[src/rtl/iter_unit_arbiter.sv]
// rtl/iter_unit_arbiter.sv - round-robin arbiter sharing one iterative unit between two requesters
module iter_unit_arbiter #(
    parameter int DATA_W  = 8,
    parameter int RES_W   = 8,
    parameter int TIMEOUT = 64
) (
    input  logic              clk,
    input  logic              rst,
    input  logic              req0,
    input  logic [DATA_W-1:0] din0,
    output logic              gnt0,
    input  logic              req1,
    input  logic [DATA_W-1:0] din1,
    output logic              gnt1,
    output logic [RES_W-1:0]  dout,
    output logic              dout_vld0,
    output logic              dout_vld1,
    output logic              err,
    output logic              unit_start,
    output logic [DATA_W-1:0] unit_din,
    input  logic              unit_ready,
    input  logic [RES_W-1:0]  unit_result,
    output logic              busy
);
    localparam int WD_W = $clog2(TIMEOUT + 1);

    typedef enum logic [2:0] {
        IDLE,
        START,
        WAIT_LOW,
        WAIT_HIGH,
        DONE
    } state_t;

    state_t          state;
    logic            owner;
    logic            last_owner;
    logic            to_flag;
    logic [WD_W-1:0] wd;
    logic [WD_W-1:0] wd_inc;
    logic            timeout_hit;
    logic            winner;

    // On a tie the requester that did not own the previous job wins.
    assign winner      = (req0 && req1) ? ~last_owner : req1;
    assign wd_inc      = wd + 1'b1;
    assign timeout_hit = (wd_inc == WD_W'(TIMEOUT));

    always_ff @(posedge clk or negedge rst) begin
        if (!rst) begin
            state      <= IDLE;
            owner      <= 1'b0;
            last_owner <= 1'b1;
            to_flag    <= 1'b0;
            wd         <= '0;
            unit_din   <= '0;
            dout       <= '0;
        end else begin
            case (state)
                IDLE: begin
                    if ((req0 || req1) && unit_ready) begin
                        unit_din   <= winner ? din1 : din0;
                        owner      <= winner;
                        last_owner <= winner;
                        state      <= START;
                    end
                end
                START: begin
                    wd    <= '0;
                    state <= WAIT_LOW;
                end
                WAIT_LOW: begin
                    wd <= wd_inc;
                    if (timeout_hit) begin
                        dout    <= '0;
                        to_flag <= 1'b1;
                        state   <= DONE;
                    end else if (!unit_ready) begin
                        state <= WAIT_HIGH;
                    end
                end
                WAIT_HIGH: begin
                    wd <= wd_inc;
                    // A completion on the same edge as the timeout is kept.
                    if (unit_ready) begin
                        dout  <= unit_result;
                        state <= DONE;
                    end else if (timeout_hit) begin
                        dout    <= '0;
                        to_flag <= 1'b1;
                        state   <= DONE;
                    end
                end
                DONE: begin
                    to_flag <= 1'b0;
                    state   <= IDLE;
                end
                default: state <= IDLE;
            endcase
        end
    end

    always_comb begin
        gnt0       = (state == START) && !owner;
        gnt1       = (state == START) && owner;
        unit_start = (state == START);
        dout_vld0  = (state == DONE) && !owner;
        dout_vld1  = (state == DONE) && owner;
        err        = (state == DONE) && to_flag;
        busy       = (state != IDLE);
    end
endmodule
[config.mk]
export PLATFORM = sky130hd
export DESIGN_NAME = iter_unit_arbiter
export DESIGN_NICKNAME = d
export VERILOG_FILES = /design/src/rtl/iter_unit_arbiter.sv
export SDC_FILE = /design/constraint.sdc
export NUM_CORES = 1
export LEC_CHECK = 0
export BUFFER_PORTS_ARGS = -buffer_cell sky130_fd_sc_hd__buf_2
export CAP_MARGIN = 20
export CORE_UTILIZATION = 44
export DETAILED_ROUTE_END_ITERATION = 10
export PLACE_DENSITY_LB_ADDON = 0.3
export SETUP_SLACK_MARGIN = 0.02
export SLEW_MARGIN = 5
export SYNTH_ARGS = -nofsm -noshare
export SYNTH_HDL_FRONTEND = slang
export SYNTH_SLANG_ARGS = --single-unit
[constraint.sdc]
create_clock -name clk -period 1.86 [get_ports clk]
set_input_delay 0.093 -clock clk [delete_from_list [all_inputs] [get_ports clk]]
set_output_delay 0.093 -clock clk [all_outputs]
set_load 0.02 [all_outputs]
==> summary.txt <==
Clock tree
  – CTS H-Tree Depth: 2
  – Clock sink count: 29
  – Clk_lat worst skew: 330 ps
  – TritonCTS clock tree: done
  – Clock transition at path regs: 80 ps
  – Clk root buf: clkbuf_4
  – Clock Path Buffers: 2
  – CTS Buf Count: 5

GRT
  – Total grt overflow: 0
  – Number of global-route vias before repair: 1,256
  – First-pass GRT wire length: 5188 um
  – Global Route Usage Sum: 20.77%
  – Initial antenna violation count: 0
  – Largest net degree at the start of global routing: 30

Logic synthesis
  – Post-Syn Nets: 176
  – Post-synth top area share: 49.73%
  – Library cells used by synthesis: 35
  – Post-synth EDFFs: 0
  – Flops & latches, synth: 29
  – Synth Warn #: 0
  – Top-count cell post-synth: nand2_1
  – Seq/Total Area, Yosys: 51.60%
  – Leading post-synthesis cells by cell area: dfrtp_1 50%, nand2_1 8.0%, a21oi_1 5.7%
  – Synth Area per Inst: 9.650 sq um
  – Post-Syn Instances: 146
  – Synth cell count leaders: 30 x nand2_1, 28 x dfrtp_1, 16 x a21oi_1
  – Synth Flop Type: dfrtp_1
  – Ys async rst share: 100.0%
  – Post-Syn Area: 0.001409 sq mm
  – Area leader, netlist: dfrtp_1

Die
  – Die width: 58.59 um
  – Die ar.: 0.003432 sq mm
  – Core Rows: 20
  – Core Area: 0.003053 sq mm
  – Io pins: 52
  – DIE HEIGHT: 58.59 um
  – Initial Util: 46.15%

STA
  – Final min period: 1623 ps
  – RSZ-0062 raised after global routing: false
  – Least-Margin Pin Slew: 629.3 ps
  – Max-slew violations: 0
  – Setup_tns: 0 ps
  – Clk_skew: 14.64 ps
  – FMAX: 616.1 MHz
  – Setup violators final: 0
  – Final-report hold violation count: 0
  – Final worst-path cycle share: 87.26%
  – Slew headroom: 58.05%

Layout
  – Ant diodes: 0
  – Area Overhead vs Synth: 29.57%
  – Share of post-route cells with drive strength above 1: 32.69%
  – Final Core Density: 59.80%
  – Non-filler instance count after layout: 252
  – Nets: 238

Pwr
  – P_leak: 0.9184 nW
  – Pwr dens: 1453 mW/mm^2
  – Worst vdd ir: 0.0007314 V

Placed design
  – GPL Wtd Cong: 0.7839
  – Port Buffers: 51
  – Post-DP HPWL: 2205 um
  – Inst Count DP: 237

Setup path
  – Worst setup EP type: output pin
  – Family with the most delay on the worst path: simple AND/OR/NAND/NOR gates
  – Crit path largest cell delay: 540 ps
  – Critical-path top delay cell: or3_1
  – Critical Path Fanout Max: 7
  – Critical Path AT: 1530 ps
  – Worst reg2reg startpoint: wd[0]
  – CP Launch Point: state[2]
  – Crit Path Class: reg2out
  – CP Cell Sequence: or3_1 > buf_2
  – Buffers & Inverters on Critical Path: 1
  – Critical Path Source Type: flop
  – Req. time, crit path: 1770 ps

Detailed routing
  – Antenna viol nets, final: 0
  – TritonRoute pass-1 iters: 5
  – Iter 0 DRT Violations: 45
  – DRC Markers: 0
  – Via/cell ratio: 4.976
  – Via count: 1,254
  – Routed Wire Length: 3106 um
  – WL per Instance: 12.33 um

Min path
  – HP Start: unit_result[0]
  – Worst hold path type: in2reg

Status
  – Status: finished clean

Job
  – Max Cap Viol: 0
[metal layers]
metal | GRT usage (%) | wire (um)
met4 | 10.54 | 49
met5 | 0 | 0
met2 | 32.84 | 1456
met3 | 7.033 | 166
met1 | 25.39 | 1434
[report_power, final]
group / internal, mW / switching (mW)
Clock: 0.178 / 0.213
Sequential: 0.884 / 0.188
Combinational: 0.424 / 0.765
Total: 1.49 / 1.17
[flip-flops by register name (all words and copies together), names as in the netlist]
name	cells
last_owner	1
owner	1
state	3
to_flag	1
dout	8
wd	7
unit_din	8
[cell usage in the layout (no fill, tap or decap), types with 2 or more instances in the layout]
cell type / instances
buf_2: 51
nand3_1: 3
dlygate4sd3_1: 8
dfrtp_1: 28
a31oi_1: 2
and3_1: 3
mux2i_1: 8
nand2_1: 30
nor2_1: 14
a21oi_1: 16
clkbuf_4: 5
o21ai_0: 13
nand4_1: 2
buf_4: 2
[repair_timing]
item | CTS | global route
buffers inserted | 0 | 0
hold buffers | 8 | 0
gates resized for setup | 0 | 0
hold endpoints to repair | 35 | 0
[worst min-delay path: stages]
cell	delay, ps
buf_2	100
nand2_1	50
a21oi_1	60
[cell families (layout without fill, tap and decap cells)]
group	after synthesis	count (layout)	synth area share, %
adder cells (fa/ha/maj)	1	1	0.8880
XOR/XNOR	2	2	1.244
AND/OR/NAND/NOR	62	62	21.94
AO/OA/AOI/OAI	37	37	15.28
flip-flops	29	29	51.60
buffers and inverters	7	69	3.374
multiplexers	8	8	5.684
[worst paths after layout]
| kind | to | slack, ps | cells after the start |
|---|---|---|---|
| worst max-delay path | busy | 240 | 2 |
| worst min-delay path | dout[0] | 30 | 3 |
| worst max register to register | dout[4] | 270 | 5 |
| worst min register to register | to_flag | 480 | 1 |
| max in group asynchronous | owner | 1120 | 2 |
| min in group asynchronous | wd[3] | 310 | 2 |
[cell type report]
class                           count  area (sq um)
Timing Repair Buffer               61         350.3
Sequential cell                    29         726.9
Clock buffer                        7         55.05
Inverter                            1         3.754
Multi-Input combinational cell    110         634.4
Fill cell                         288          1227
Tap cell                           44         55.05
[through the flow]
stage	instance area [sq um]	power [mW]	setup slack (ps)	hold WS [ps]
6_report	1826	2.653	237.0	28.17
5_1_grt	1826	2.853	130.8	2.100
4_1_cts	1826	2.666	235.7	7.771
3_5_place_dp	1690	2.256	282.3	159.9
3_3_place_gp	1690	2.191	353.7	144.3
2_1_floorplan	1409	1.906	446.4	-202.6
No activity file was read; power rests on OpenSTA's default activity.
